### src/rtl/stack_cmd_master_if.sv
// Command/response channel between a requester and stack_cmd_master.
// The requester drives commands and consumes responses through the master modport.
interface stack_cmd_master_if;
    logic       cmd_valid;
    logic       cmd_ready;
    logic       cmd_op;
    logic [7:0] cmd_data;
    logic       rsp_valid;
    logic       rsp_ready;
    logic [7:0] rsp_data;
    logic [1:0] rsp_err;

    modport master (
        output cmd_valid, cmd_op, cmd_data, rsp_ready,
        input  cmd_ready, rsp_valid, rsp_data, rsp_err
    );

    modport slave (
        input  cmd_valid, cmd_op, cmd_data, rsp_ready,
        output cmd_ready, rsp_valid, rsp_data, rsp_err
    );
endinterface

### src/rtl/stack_cmd_master.sv
// Push/pop command initiator for the 8-bit stack controller; one command in flight.
// Define STACK_CMD_MASTER_TIMEOUT_EN to abort a missing acknowledge after ACK_TIMEOUT cycles.
module stack_cmd_master #(
    parameter int unsigned RD_LAT      = 1,
    parameter int unsigned ACK_TIMEOUT = 15
) (
    input  logic               clk,
    input  logic               rst_n,
    stack_cmd_master_if.slave  cmd_if,
    output logic [7:0]         st_din,
    output logic               st_push,
    output logic               st_pop,
    input  logic [7:0]         st_dout,
    input  logic               st_pushed,
    input  logic               st_poped,
    input  logic               st_full,
    input  logic               st_empty
);

    generate
        if (RD_LAT < 1 || RD_LAT > 4) begin : g_bad_rd_lat
            $error("stack_cmd_master: RD_LAT must be 1..4");
        end
        if (ACK_TIMEOUT < 1 || ACK_TIMEOUT > 255) begin : g_bad_ack_timeout
            $error("stack_cmd_master: ACK_TIMEOUT must be 1..255");
        end
    endgenerate

    typedef enum logic [2:0] {
        IDLE,
        ISSUE,
        WAIT_ACK,
        RD_WAIT,
        RESP
    } state_t;

    localparam logic [1:0] ERR_OK  = 2'b00;
    localparam logic [1:0] ERR_OVF = 2'b01;
    localparam logic [1:0] ERR_UDF = 2'b10;
    localparam logic [2:0] RD_LAST = 3'(RD_LAT - 1);

    state_t     state_q, state_d;
    logic       op_q, op_d;
    logic       cmd_ready_q, cmd_ready_d;
    logic       rsp_valid_q, rsp_valid_d;
    logic [7:0] rsp_data_q, rsp_data_d;
    logic [1:0] rsp_err_q, rsp_err_d;
    logic [7:0] st_din_q, st_din_d;
    logic       st_push_q, st_push_d;
    logic       st_pop_q, st_pop_d;
    logic [2:0] rd_cnt_q, rd_cnt_d;
`ifdef STACK_CMD_MASTER_TIMEOUT_EN
    localparam logic [1:0] ERR_TO  = 2'b11;
    localparam logic [7:0] TO_LAST = 8'(ACK_TIMEOUT - 1);
    logic [7:0] to_cnt_q, to_cnt_d;
`endif

    always_comb begin
        state_d    = state_q;
        op_d       = op_q;
        rsp_data_d = rsp_data_q;
        rsp_err_d  = rsp_err_q;
        st_din_d   = st_din_q;
        st_push_d  = 1'b0;
        st_pop_d   = 1'b0;
        rd_cnt_d   = rd_cnt_q;
`ifdef STACK_CMD_MASTER_TIMEOUT_EN
        to_cnt_d   = to_cnt_q;
`endif
        case (state_q)
            IDLE: begin
                if (cmd_if.cmd_valid && cmd_ready_q) begin
                    op_d     = cmd_if.cmd_op;
                    st_din_d = cmd_if.cmd_data;
                    // Flags are judged only here; later flag changes do not affect this command.
                    if (!cmd_if.cmd_op && st_full) begin
                        state_d    = RESP;
                        rsp_err_d  = ERR_OVF;
                        rsp_data_d = 8'h00;
                    end else if (cmd_if.cmd_op && st_empty) begin
                        state_d    = RESP;
                        rsp_err_d  = ERR_UDF;
                        rsp_data_d = 8'h00;
                    end else begin
                        state_d   = ISSUE;
                        st_push_d = !cmd_if.cmd_op;
                        st_pop_d  = cmd_if.cmd_op;
                    end
                end
            end
            ISSUE: begin
                state_d = WAIT_ACK;
`ifdef STACK_CMD_MASTER_TIMEOUT_EN
                to_cnt_d = 8'h00;
`endif
            end
            WAIT_ACK: begin
                if (!op_q && st_pushed) begin
                    state_d    = RESP;
                    rsp_err_d  = ERR_OK;
                    rsp_data_d = st_din_q;
                end else if (op_q && st_poped) begin
                    state_d  = RD_WAIT;
                    rd_cnt_d = 3'd0;
                end
`ifdef STACK_CMD_MASTER_TIMEOUT_EN
                else if (to_cnt_q == TO_LAST) begin
                    state_d    = RESP;
                    rsp_err_d  = ERR_TO;
                    rsp_data_d = 8'h00;
                end else begin
                    to_cnt_d = to_cnt_q + 8'd1;
                end
`endif
            end
            RD_WAIT: begin
                if (rd_cnt_q == RD_LAST) begin
                    state_d    = RESP;
                    rsp_err_d  = ERR_OK;
                    rsp_data_d = st_dout;
                end else begin
                    rd_cnt_d = rd_cnt_q + 3'd1;
                end
            end
            RESP: begin
                if (cmd_if.rsp_ready) begin
                    state_d = IDLE;
                end
            end
            default: state_d = IDLE;
        endcase
        // Handshake flags are registered images of the next state.
        cmd_ready_d = (state_d == IDLE);
        rsp_valid_d = (state_d == RESP);
    end

    always_ff @(posedge clk or negedge rst_n) begin
        if (!rst_n) begin
            state_q     <= IDLE;
            op_q        <= 1'b0;
            cmd_ready_q <= 1'b0;
            rsp_valid_q <= 1'b0;
            rsp_data_q  <= 8'h00;
            rsp_err_q   <= 2'b00;
            st_din_q    <= 8'h00;
            st_push_q   <= 1'b0;
            st_pop_q    <= 1'b0;
            rd_cnt_q    <= 3'd0;
`ifdef STACK_CMD_MASTER_TIMEOUT_EN
            to_cnt_q    <= 8'h00;
`endif
        end else begin
            state_q     <= state_d;
            op_q        <= op_d;
            cmd_ready_q <= cmd_ready_d;
            rsp_valid_q <= rsp_valid_d;
            rsp_data_q  <= rsp_data_d;
            rsp_err_q   <= rsp_err_d;
            st_din_q    <= st_din_d;
            st_push_q   <= st_push_d;
            st_pop_q    <= st_pop_d;
            rd_cnt_q    <= rd_cnt_d;
`ifdef STACK_CMD_MASTER_TIMEOUT_EN
            to_cnt_q    <= to_cnt_d;
`endif
        end
    end

    assign cmd_if.cmd_ready = cmd_ready_q;
    assign cmd_if.rsp_valid = rsp_valid_q;
    assign cmd_if.rsp_data  = rsp_data_q;
    assign cmd_if.rsp_err   = rsp_err_q;
    assign st_din           = st_din_q;
    assign st_push          = st_push_q;
    assign st_pop           = st_pop_q;

endmodule
### src/flat_wrapper.sv
// flat-port wrapper written by rule: the top's interface ports become plain ports
module stack_cmd_master_flat 
#(
    parameter int unsigned RD_LAT      = 1,
    parameter int unsigned ACK_TIMEOUT = 15
)
  (clk, rst_n, st_din, st_push, st_pop, st_dout, st_pushed, st_poped, st_full, st_empty, cmd_if_cmd_valid, cmd_if_cmd_op, cmd_if_cmd_data, cmd_if_rsp_ready, cmd_if_cmd_ready, cmd_if_rsp_valid, cmd_if_rsp_data, cmd_if_rsp_err);
  stack_cmd_master_if cmd_if_i ();
  input  logic clk;
  input  logic rst_n;
  output logic [7:0] st_din;
  output logic st_push;
  output logic st_pop;
  input  logic [7:0] st_dout;
  input  logic st_pushed;
  input  logic st_poped;
  input  logic st_full;
  input  logic st_empty;
  input wire logic [$bits(cmd_if_i.cmd_valid)-1:0] cmd_if_cmd_valid;
  input wire logic [$bits(cmd_if_i.cmd_op)-1:0] cmd_if_cmd_op;
  input wire logic [$bits(cmd_if_i.cmd_data)-1:0] cmd_if_cmd_data;
  input wire logic [$bits(cmd_if_i.rsp_ready)-1:0] cmd_if_rsp_ready;
  output wire logic [$bits(cmd_if_i.cmd_ready)-1:0] cmd_if_cmd_ready;
  output wire logic [$bits(cmd_if_i.rsp_valid)-1:0] cmd_if_rsp_valid;
  output wire logic [$bits(cmd_if_i.rsp_data)-1:0] cmd_if_rsp_data;
  output wire logic [$bits(cmd_if_i.rsp_err)-1:0] cmd_if_rsp_err;
  assign cmd_if_i.cmd_valid = cmd_if_cmd_valid;
  assign cmd_if_i.cmd_op = cmd_if_cmd_op;
  assign cmd_if_i.cmd_data = cmd_if_cmd_data;
  assign cmd_if_i.rsp_ready = cmd_if_rsp_ready;
  assign cmd_if_cmd_ready = cmd_if_i.cmd_ready;
  assign cmd_if_rsp_valid = cmd_if_i.rsp_valid;
  assign cmd_if_rsp_data = cmd_if_i.rsp_data;
  assign cmd_if_rsp_err = cmd_if_i.rsp_err;
  stack_cmd_master #(.RD_LAT(RD_LAT), .ACK_TIMEOUT(ACK_TIMEOUT)) u_core (.clk(clk), .rst_n(rst_n), .cmd_if(cmd_if_i), .st_din(st_din), .st_push(st_push), .st_pop(st_pop), .st_dout(st_dout), .st_pushed(st_pushed), .st_poped(st_poped), .st_full(st_full), .st_empty(st_empty));
endmodule
### config.mk
export PLATFORM = sky130hd
export DESIGN_NAME = stack_cmd_master_flat
export DESIGN_NICKNAME = d
export VERILOG_FILES = /design/src/rtl/stack_cmd_master_if.sv /design/src/rtl/stack_cmd_master.sv /design/src/flat_wrapper.sv
export SDC_FILE = /design/constraint.sdc
export NUM_CORES = 1
export LEC_CHECK = 0
export CAP_MARGIN = 20
export CORE_MARGIN = 2
export CORE_UTILIZATION = 39
export CTS_CLUSTER_DIAMETER = 40
export DETAILED_ROUTE_END_ITERATION = 8
export PLACE_DENSITY = 0.83
export SLEW_MARGIN = 20
export SYNTH_ARGS = -nofsm -noshare
export SYNTH_HDL_FRONTEND = slang
export SYNTH_SLANG_ARGS = --single-unit
### constraint.sdc
create_clock -name clk -period 1.8 [get_ports clk]
set_input_delay 0.45 -clock clk [delete_from_list [all_inputs] [get_ports clk]]
set_output_delay 0.45 -clock clk [all_outputs]
set_load 0.005 [all_outputs]
### Word-level counts from Yosys, hierarchy flattened

Index checks and enable logic that the tools add are counted.

* input bits: 25
* word-level logic and storage cells: 70
* output and inout bits: 22
* register bits after elaboration: 29

* $add $sub $neg: 1
* reductions and logical operators: 15
* equal/unequal tests: 12
* multiplexer cells: 32

Operator list (number)
* 8-bit 2-to-1 mux: 5
* 3-bit 2-to-1 mux: 10
* 8-bit case mux with 3 select lines: 1
* 3-bit case mux with 5 select lines: 1
* 2-bit 2-to-1 mux: 5
* 3-bit zero test: 3
* 1-bit 2-to-1 mux: 8
* 2-bit by 1-bit inequality test with 1-bit output, second input constant: 4
* 3-bit by 2-bit == test with 1-bit output, second input constant: 2
* 3-bit == test, second input constant: 2
* 2-bit case mux with 3 select lines: 1
* 3-bit case mux with 2 select lines: 1
* 1-bit logical AND: 5
* 5-bit AND reduction: 1
* 2-bit inequality test, second input constant: 2
* 4-bit AND reduction: 1
* 3-bit by 1-bit adder with 3-bit output, second input constant: 1
* 3-bit by 1-bit == test with 1-bit output, second input constant: 1
* 3-bit by 1-bit inequality test with 1-bit output, second input constant: 1
* 3-bit nonzero test: 1
* 1-bit zero test: 2
* 2-bit AND reduction: 1
* 2-bit nonzero test: 1

### Depth between registers and ports, before layout

Gate-level depths: netlist (run 1).

* depth in word-level cells: 6
* gate-level depth with buffers: 6
* gate-level depth less buffers: 6

### Worst setup path before layout (run 1)

OpenSTA, ideal clock, no wires.

* kind: register to register
* start: register u_core.state_q[1]
* end: register u_core.rsp_data_q[0] (netlist: u_core.cmd_if.rsp_data[0])
* cell stages (with the launch flop): 5
* period minus slack after synthesis: 1.835 ns
* required time: 1.675 ns
* slack: -0.035 ns
* data arrival time: 1.710 ns
* library setup time: 0.125 ns
* path buffers: 1
* cell sequence: dfrtp_1 > or4_1 > buf_2 > o21ai_4 > mux2_2

* longest elaborated chain between the ends: 3
* elaborated cells on any way between the ends: 10
* those cells by class: 6 x eq/ne; 1 x mux; 3 x reduce/logical

Ends and longest elaborated chain
* start, declared: RTL line stack_cmd_master.sv:42 `state_t state_q, state_d;`
* start signal, assigned: RTL line stack_cmd_master.sv:153 `state_q <= state_d;`
* 3-bit by 2-bit == test with 1-bit output / 3-bit zero test (equally long branches): RTL line stack_cmd_master.sv:70 `case (state_q)`
* 2-bit by 1-bit inequality test with 1-bit output (no source line) (tied with other cells)
* 5-bit AND reduction (no source line)
* end signal, assigned: RTL line stack_cmd_master.sv:157 `rsp_data_q <= rsp_data_d;`
* end, declared: RTL line stack_cmd_master.sv:46 `logic [7:0] rsp_data_q, rsp_data_d;`

Parallel ways exist; a longest one is shown, timed or not.
A chain may end at the register's enable or synchronous reset.

### Worst setup path in the final report (run 1)

* start: register u_core.cmd_ready_q (netlist: u_core.cmd_if.cmd_ready)
* end: output cmd_if_cmd_ready

RTL lines
* start, declared: RTL line stack_cmd_master.sv:44 `logic cmd_ready_q, cmd_ready_d;`
* start signal, assigned: RTL line stack_cmd_master.sv:155 `cmd_ready_q <= cmd_ready_d;`
* end, declared: RTL line flat_wrapper.sv:23 `output wire logic [$bits(cmd_if_i.cmd_ready)-1:0] cmd_if_cmd_ready;`

No word-level cell between the ends.

==> flow_summary.json, run 1 <==
{
  "status": "complete, no violations",
  "drcViolationCount": 0,
  "synth.area.top_cells": "dfrtp_1 (56%), mux2_2 (8.7%), nand2_1 (8.7%)",
  "cts_buffers": 5,
  "r2r-start": "u_core.state_q[1]",
  "finalNonFillerCells": 228,
  "cts_hold_buf": 0,
  "placed_cell_area_um2": 1930,
  "regToRegEndpoint": "u_core.cmd_if.rsp_data[3]",
  "num_antenna_cells": 0,
  "yosysSeqAreaShare": 0.559,
  "crit_required_ps": 1350,
  "relSlewSlack": 0.753,
  "drive_above_1_share": 0.234,
  "root_buffer": "clkbuf_4",
  "fin_crit_ps": 1760,
  "fin_nets": 210,
  "clk_pin_slew_ps": 100,
  "cts_sinks": 29,
  "synth_cells": 117,
  "critPathCaptureType": "primary output",
  "clk_latency_ps": 330,
  "core_area_um2": 3100,
  "post-route-period-util": 0.976,
  "cts_tree": "yes",
  "synthToLayoutAreaGrowth_pct": 59.0,
  "htree_num_levels": 2,
  "layout_commonest_cell": "clkdlybuf4s50_1",
  "routed_wl_mm": 3.43,
  "nFillCells": 264,
  "slew_viol_final": 0,
  "ant_nets": 0,
  "skew_ps": 12.4,
  "via_count": 1143,
  "worst_pin_slew_ps": 370,
  "antenna_found_initial": 0,
  "overflow": 0,
  "grt_usage": 0.204,
  "synth-seq-cells": 29,
  "grt_pass1_wl_mm": 5.35,
  "cp_max_fo": 2,
  "syn-num-nets": 144,
  "max_cap_violations": 0,
  "power_density_nw_per_um2": 1440,
  "synth_top_cell_area_share": 0.559,
  "power.total_w": 0.00296,
  "r2r_setup_slack_ps": 60,
  "hold_violations": 0,
  "drt_first_pass_iters": 3,
  "placedCellCount": 218,
  "die_area_um2": 3800,
  "die_x_um": 61.7,
  "ys_types": 29,
  "grt_max_degree": 30,
  "hp-class": "input pin to async pin",
  "fmax_mhz": 569,
  "worstPathArrival_ps": 1310,
  "wl_per_cell_um": 15.0,
  "ff2ff_path_depth": 4,
  "grtUsageMet2": 0.337,
  "timing.setup.tns_ps": 0,
  "timing_worst_setup_path_type": "flip-flop to primary output",
  "cp-start-kind": "flip-flop",
  "pin_count": 47,
  "num_rows": 20,
  "yosysWarnings": 0,
  "met3_usage": 0.0630,
  "die_h_um": 61.7,
  "post-route-util": 0.665,
  "start_util": 0.418,
  "clock_path_buffers": 2,
  "avgSynthCellArea_um2": 11.1,
  "grt_use_met1": 0.236,
  "top_usage_layer": "met2",
  "port-buffer-count": 46,
  "layout_common_cells": "clkdlybuf4s50_1 (45), nand2_1 (29), dfrtp_1 (29)",
  "gp_congestion": 0.760,
  "synth_largest_area_cell": "dfrtp_1",
  "hpwlAfterDp_mm": 2.46,
  "grt_pass1_vias": 1207,
  "drt-initial-drc-count": 31,
  "power_leakage_nw": 0.962,
  "netlist_area_um2": 1300,
  "setup_violations": 0,
  "ir_worst_vdd_mv": 0.612,
  "fin_area_um2": 2060,
  "vias_per_cell": 5.01
}
==> kinds of logic (layout without fill, tap and decap cells) <==
group	after synthesis	in the layout	share of synthesized area
simple gates	49	49	0.183
compound gates	19	19	0.123
mux	10	10	0.0868
fa+ha+maj	2	2	0.0193
buf+inv	7	74	0.0212
xor+xnor	1	1	0.00675
flops	29	29	0.559
==> cells in the mapped netlist <==
cell / count
nor3b_2: 1
a21o_1: 1
nor2b_1: 3
or4b_2: 1
a2111oi_2: 1
a21oi_1: 2
nand2_1: 30
and2_1: 1
xnor2_1: 1
nand2b_1: 3
o21ai_4: 1
dfrtp_1: 29
a22o_1: 8
buf_2: 1
mux2_2: 10
o21a_1: 1
nor3_1: 1
ha_1: 2
or4_1: 1
nor2_1: 1
clkbuf_1: 3
o21ai_0: 2
nor4_1: 1
and3b_1: 1
a32oi_1: 1
nor3b_1: 1
o211ai_1: 2
inv_1: 3
nand3_1: 4
==> repair_timing <==
action,CTS,global route
setup buffers,0,1
endpoints found under the setup margin,11,10
pin swaps,3,2
cloned,1,0
gates resized for setup,15,1
==> metal layers <==
metal,wire length [µm],share of wire
met4,92,0.027
met5,0,0
met3,225,0.066
met2,1650,0.48
met1,1460,0.42
==> worst max-delay path, cell delays in order (launching register included) <==
cell             delay, ps
dfrtp_1                380
buf_4                  110
clkdlybuf4s50_1        490
==> state kept, by name (all words and copies together), names as in the netlist <==
| register | cells |
|---|---|
| u_core.cmd_if.cmd_ready | 1 |
| u_core.cmd_if.rsp_data | 8 |
| u_core.cmd_if.rsp_err | 2 |
| u_core.cmd_if.rsp_valid | 1 |
| u_core.op_q | 1 |
| u_core.rd_cnt_q | 3 |
| u_core.st_din | 8 |
| u_core.st_pop | 1 |
| u_core.st_push | 1 |
| u_core.state_q | 3 |
==> power by group <==
part           internal, W  total, W  leakage, nW  switching (W)
clock network     0.000148  0.000375       0.0320       0.000227
logic             0.000945   0.00151        0.550       0.000562
registers         0.000905   0.00108        0.380       0.000176
total              0.00200   0.00296        0.962       0.000965
==> final cells by class <==
| cell class | count | area [µm²] | share of cell area |
|---|---|---|---|
| well taps | 44 | 55.1 | 0.0267 |
| flip-flops and latches | 29 | 726 | 0.352 |
| clock buffers | 6 | 41.3 | 0.0200 |
| clock inverters | 2 | 10.0 | 0.00485 |
| multi-input cells | 81 | 601 | 0.291 |
| repair buffers | 63 | 619 | 0.300 |
| inverters | 3 | 11.3 | 0.00546 |
==> metrics by stage <==
step | setup WS, ps | hold slack [ps]
after floorplan | -9.52 | 154
after global placement | -401 | 492
after detailed placement | -423 | 493
after CTS | -27.0 | 486
after global routing | -4.25 | 502
final | 43.4 | 492
==> worst max path at each step <==
| stage | start | end | slack, ps | cells after the start |
|---|---|---|---|---|
| floorplan | u_core.state_q[1] | u_core.cmd_if.rsp_data[0] | -10 | 4 |
| global placement | cmd_if_cmd_valid | u_core.cmd_if.rsp_data[5] | -400 | 6 |
| detailed placement | cmd_if_cmd_valid | u_core.cmd_if.rsp_data[7] | -420 | 6 |
| CTS | u_core.cmd_if.cmd_ready | u_core.cmd_if.rsp_data[3] | -30 | 5 |
| global route | u_core.cmd_if.cmd_ready | cmd_if_cmd_ready | -4 | 2 |
| finish | u_core.cmd_if.cmd_ready | cmd_if_cmd_ready | 40 | 2 |
Note: power is estimated with default switching activity, not from simulation.
==> run 2: changes to the inputs <==
--- a/config.mk
+++ b/config.mk
@@ -11,6 +11,7 @@
 export CTS_CLUSTER_DIAMETER = 40
 export DETAILED_ROUTE_END_ITERATION = 8
 export PLACE_DENSITY = 0.83
+export SETUP_SLACK_MARGIN = 0.05
 export SLEW_MARGIN = 20
 export SYNTH_ARGS = -nofsm -noshare
 export SYNTH_HDL_FRONTEND = slang
==> run 2 against run 1 <==
  * Worst setup slack improved by 28 ps
  * Largest cell class unchanged
  * Global-route usage increased by 0.43 points
  * First-iteration DRC count increased by 110%
  * Hold slack improved by 7.4 ps
  * Largest power group unchanged
  * Wire length increased by 2.7%
  * Sequential cell count unchanged
  * Fmax increased by 1.6%
  * Highest routed layer unchanged
  * Critical path depth increased by 3
  * Sequential share of layout area decreased by 0.19 points
  * Cell area increased by 0.55%
  * Count of clock-buffer cells in the layout increased by 1
==> flow_summary.json, run 2 (synthesis results as in run 1) <==
{
  "cp-start-kind": "flip-flop",
  "timing_worst_setup_path_type": "flip-flop to flip-flop",
  "wl_per_cell_um": 15.2,
  "drcViolationCount": 0,
  "hpwlAfterDp_mm": 2.42,
  "num_antenna_cells": 0,
  "die_h_um": 61.7,
  "post-route-period-util": 0.960,
  "synthToLayoutAreaGrowth_pct": 59.9,
  "clockPowerShare": 0.131,
  "cp_max_fo": 6,
  "drt_first_pass_iters": 4,
  "grt_pass1_vias": 1188,
  "cts_buffers": 5,
  "slew_viol_final": 0,
  "cts_hold_buf": 0,
  "power_density_nw_per_um2": 1450,
  "gp_congestion": 0.850,
  "vias_per_cell": 5.01,
  "grt_max_degree": 30,
  "drt-initial-drc-count": 66,
  "power_leakage_nw": 0.974,
  "antenna_found_initial": 0,
  "status": "complete, no violations",
  "htree_num_levels": 2,
  "critPathCaptureType": "flip-flop",
  "fin_nets": 214,
  "setup_violations": 0,
  "fmax_mhz": 579,
  "cts_sinks": 29,
  "crit_required_ps": 1990,
  "pwr-share-seq": 0.358,
  "core_area_um2": 3100,
  "routed_wl_mm": 3.52,
  "via_count": 1157,
  "num_rows": 20,
  "hold_violations": 0,
  "clk_pin_slew_ps": 90,
  "switching_share": 0.322,
  "die_area_um2": 3800,
  "pin_count": 47,
  "grt_pass1_wl_mm": 5.58,
  "grt_usage": 0.209,
  "hp-class": "input pin to async pin",
  "fin_hold_ws_ps": 500,
  "start_util": 0.418,
  "power.internal_w": 0.00203,
  "die_x_um": 61.7,
  "clk_latency_ps": 330,
  "overflow": 0,
  "relSlewSlack": 0.757,
  "combinationalPowerShare": 0.511,
  "drive_above_1_share": 0.235,
  "p_switching_w": 0.000965,
  "max_cap_violations": 0,
  "worst_pin_slew_ps": 365,
  "port-buffer-count": 46,
  "root_buffer": "clkbuf_4",
  "post-route-util": 0.669,
  "r2r-start": "u_core.state_q[1]",
  "skew_ps": 13.1,
  "worstPathArrival_ps": 1920,
  "clock_path_buffers": 2,
  "cts_tree": "yes",
  "ant_nets": 0,
  "fin_crit_ps": 1730,
  "rsz0062_at_grt": "yes",
  "layout_commonest_cell": "clkdlybuf4s50_1",
  "ir_worst_vdd_mv": 0.678,
  "crit_path_start": "u_core.state_q[1]",
  "layout_common_cells": "clkdlybuf4s50_1 (45), nand2_1 (30), dfrtp_1 (29)"
}
==> run 2: changes by cell type in the layout (fill, tap and decap cells not counted), sizes merged <==
cell    change
buf         +4
clkbuf      +1
clkinv      -2
==> run 2: timing repair <==
action                                  in CTS  in global routing
endpoints found under the setup margin      11                 12
buffers inserted                             3                  4
cloned                                       1                  0
pin swaps                                    4                  3
gates resized for setup                     17                  1
==> run 2: cell type report <==
| type | instances | area [µm²] |
|---|---|---|
| Clock buffer | 7 | 55.1 |
| Tap cell | 44 | 55.1 |
| Sequential cell | 29 | 726 |
| Multi-Input combinational cell | 81 | 596 |
| Inverter | 3 | 11.3 |
| Timing Repair Buffer | 67 | 632 |
| Fill cell | 262 | 1030 |
==> run 2: power by group through the flow <==
stage	Combinational [W]	Clock (W)	Sequential, W
4_1_cts	0.00157	0.000401	0.00108
3_3_place_gp	0.00129	0	0.00108
5_1_grt	0.00166	0.000429	0.00111
6_report	0.00153	0.000393	0.00108
3_5_place_dp	0.00134	0	0.00108
2_1_floorplan	0.000527	0	0.00109
==> run 2: worst paths after layout <==
| path | endpoint | slack [ps] | depth (start not counted) |
|---|---|---|---|
| max in group asynchronous | u_core.st_din[2] | 1020 | 2 |
| max | u_core.cmd_if.cmd_ready | 70 | 5 |
| max reg2reg | u_core.cmd_if.cmd_ready | 70 | 5 |
| min | u_core.cmd_if.rsp_data[3] | 500 | 2 |
| min reg2reg | u_core.st_din[4] | 510 | 2 |
| min in group clk | u_core.st_din[4] | 510 | 2 |
==> run 2: worst max-delay path, cell delays in order, from the launching register on <==
cell	delay, ps
dfrtp_1	400
buf_6	130
buf_4	130
or4b_2	690
o211ai_1	170
a2111oi_2	80
==> run 2: metal layers <==
layer | wire length [µm] | GRT usage | share of wire | vias up
met1 | 1480 | 0.245 | 0.42 | 557
met4 | 62 | 0.0881 | 0.018 | 0
met5 | 0 | 0 | 0 | -
met2 | 1710 | 0.353 | 0.49 | 42
li1 | - | - | - | 551
met3 | 263 | 0.0630 | 0.075 | 7
==> run 2: stage by stage <==
stage	setup TNS (ps)	power (W)	instance area (µm²)	setup slack [ps]	std cells
2_1_floorplan	-95.2	0.00162	1300	-9.52	117
3_3_place_gp	-5620	0.00236	1930	-399	218
3_5_place_dp	-6160	0.00242	1930	-428	218
4_1_cts	0	0.00305	2090	15.1	229
5_1_grt	0	0.00319	2070	26.1	231
6_report	0	0.00300	2070	71.7	231
==> run 3: changes to the inputs <==
--- a/config.mk
+++ b/config.mk
@@ -6,11 +6,13 @@
 export NUM_CORES = 1
 export LEC_CHECK = 0
 export CAP_MARGIN = 20
+export CELL_PAD_IN_SITES_DETAIL_PLACEMENT = 0
+export CELL_PAD_IN_SITES_GLOBAL_PLACEMENT = 1
 export CORE_MARGIN = 2
-export CORE_UTILIZATION = 39
+export CORE_UTILIZATION = 30
 export CTS_CLUSTER_DIAMETER = 40
 export DETAILED_ROUTE_END_ITERATION = 8
-export PLACE_DENSITY = 0.83
+export PLACE_DENSITY = 0.84
 export SETUP_SLACK_MARGIN = 0.05
 export SLEW_MARGIN = 20
 export SYNTH_ARGS = -nofsm -noshare
==> run 3 against run 2 <==
  * Clock skew is 8.5 ps lower
  * Final cell count is 2.2% higher
  * Worst setup slack worse by 22 ps
  * Cell area is 2.1% higher
  * Global-route usage is 5.3 points lower
  * Count of clock-buffer cells in the layout is 1 lower
  * Power is 3.5% higher
  * Fmax is 1.3% lower
  * Die area is 28% higher
  * Critical path type unchanged
  * Largest cell class unchanged
  * Largest power group unchanged
==> flow_summary.json, run 3 (synthesis results as in run 1) <==
{
  "num_antenna_cells": 0,
  "nFillCells": 356,
  "fin_nets": 212,
  "layout_common_cells": "clkdlybuf4s50_1 (43), nand2_1 (30), dfrtp_1 (29)",
  "clk_latency_ps": 280,
  "crit_required_ps": 1940,
  "worst_pin_slew_ps": 382,
  "power_leakage_nw": 1.00,
  "port-buffer-count": 46,
  "vias_per_cell": 4.78,
  "top_usage_layer": "met2",
  "worstPathArrival_ps": 1890,
  "wl_per_cell_um": 15.0,
  "ant_nets": 0,
  "core_area_um2": 4090,
  "cts_sinks": 29,
  "grt_max_degree": 30,
  "status": "complete, no violations",
  "synthToLayoutAreaGrowth_pct": 63.2,
  "die_h_um": 69.8,
  "crit_path_top_delay_cell": "or4_4",
  "routed_wl_mm": 3.55,
  "timing_worst_setup_path_type": "flip-flop to flip-flop",
  "setup_violations": 0,
  "post-route-period-util": 0.973,
  "num_rows": 23,
  "hold_violations": 0,
  "grt_usage": 0.155,
  "r2r_setup_slack_ps": 50,
  "power.total_w": 0.00311,
  "clock_path_buffers": 2,
  "clk_pin_slew_ps": 60,
  "pwr-share-seq": 0.346,
  "rsz0062_at_grt": "yes",
  "grt_pass1_wl_mm": 5.87,
  "die_x_um": 69.8,
  "pin_count": 47,
  "crit_family": "simple AND/OR/NAND/NOR gates",
  "grt_pass1_vias": 1228,
  "cts_tree": "yes",
  "regToRegEndpoint": "u_core.cmd_if.cmd_ready",
  "power_density_nw_per_um2": 1470,
  "crit_buf_inv": 1,
  "clockPowerShare": 0.163,
  "hp-class": "input pin to flip-flop",
  "hpwlAfterDp_mm": 2.41,
  "drcViolationCount": 0,
  "placedCellCount": 225,
  "ir_worst_vdd_mv": 0.718,
  "antenna_found_initial": 0,
  "drt_first_pass_iters": 4,
  "combinationalPowerShare": 0.490,
  "gp_congestion": 0.753,
  "finalNonFillerCells": 236,
  "p_switching_w": 0.00100,
  "relSlewSlack": 0.745,
  "worstHoldStart": "st_full",
  "cts_hold_buf": 0,
  "power.internal_w": 0.00210,
  "skew_ps": 4.64,
  "cp-endpoint": "u_core.cmd_if.cmd_ready",
  "overflow": 0,
  "met3_usage": 0.0741,
  "cp-start-kind": "flip-flop",
  "cp.depth": 4,
  "drt-initial-drc-count": 35,
  "grt_use_met1": 0.173,
  "root_buffer": "clkbuf_8",
  "critPathCaptureType": "flip-flop",
  "slew_viol_final": 0,
  "cts_buffers": 5,
  "layout_commonest_cell": "clkdlybuf4s50_1",
  "crit_path_start": "u_core.state_q[1]",
  "switching_share": 0.322,
  "drive_above_1_share": 0.231,
  "start_util": 0.318,
  "max_cap_violations": 0,
  "slowest_delay_ps": 570,
  "fin_crit_ps": 1750,
  "ff2ff_path_depth": 4,
  "cp_max_fo": 13,
  "r2r-start": "u_core.state_q[1]",
  "htree_num_levels": 2,
  "die_area_um2": 4870,
  "via_count": 1129,
  "cp_cell_sequence": "or4_4, buf_4, o211ai_1, a2111oi_4",
  "grtUsageMet2": 0.263,
  "fmax_mhz": 571
}
-- run 3: cell count changes in the layout (fill, tap and decap cells not counted), moves of 2 or more --
cell | previous run | this run
clkbuf_4 | 5 | 0
clkbuf_8 | 1 | 5
buf_4 | 17 | 15
clkdlybuf4s50_1 | 45 | 43
dlymetal6s2s_1 | 0 | 2
clkinv_2 | 0 | 2
-- run 3: through the flow --
stage	TNS (ps)	hold slack [ps]	setup WS [ps]	util	area, µm²
floorplan	-95.2	154	-9.52	-	1300
finish	0	388	49.5	0.518	2120
global route	0	398	4.95	0.518	2120
detailed placement	-6140	487	-434	0.476	1940
global placement	-5810	489	-407	0.476	1940
CTS	-106	503	-14.5	0.518	2120
-- run 3: power by group through the flow --
stage	Combinational [W]	Clock (W)	Sequential [W]
after floorplan	0.000527	0	0.00109
after global placement	0.00132	0	0.00106
after detailed placement	0.00135	0	0.00107
after CTS	0.00157	0.000521	0.00108
after global routing	0.00165	0.000547	0.00111
final	0.00152	0.000507	0.00108
-- run 3: final cells by class --
type                            count  area (µm²)  share of cell area
Sequential cell                    29         726               0.343
Timing Repair Buffer               65         623               0.294
Multi-Input combinational cell     81         612               0.289
Clock buffer                        6        72.6              0.0343
Tap cell                           50        62.6              0.0296
Inverter                            3        11.3             0.00532
Clock inverter                      2        10.0             0.00473
-- run 3: per-layer routing --
layer  share of wire  wire (µm)
met2            0.51       1800
met4           0.012         42
met1            0.40       1410
met5               0          0
met3           0.084        299
-- run 3: worst min-delay path by stage --
stage / endpoint / slack (ps) / depth (start not counted)
6_report: u_core.st_push / 390 / 2
5_1_grt: u_core.st_push / 400 / 2
4_1_cts: u_core.st_din[4] / 500 / 2
3_5_place_dp: u_core.st_din[4] / 490 / 2
3_3_place_gp: u_core.st_din[7] / 490 / 2
2_1_floorplan: u_core.cmd_if.cmd_ready / 150 / 0
-- run 3: timing repair --
| action | CTS | global route |
|---|---|---|
| cloned | 1 | 0 |
| pin swaps | 3 | 4 |
| setup buffers | 2 | 2 |
| gates resized for setup | 16 | 7 |
| endpoints found under the setup margin | 12 | 11 |
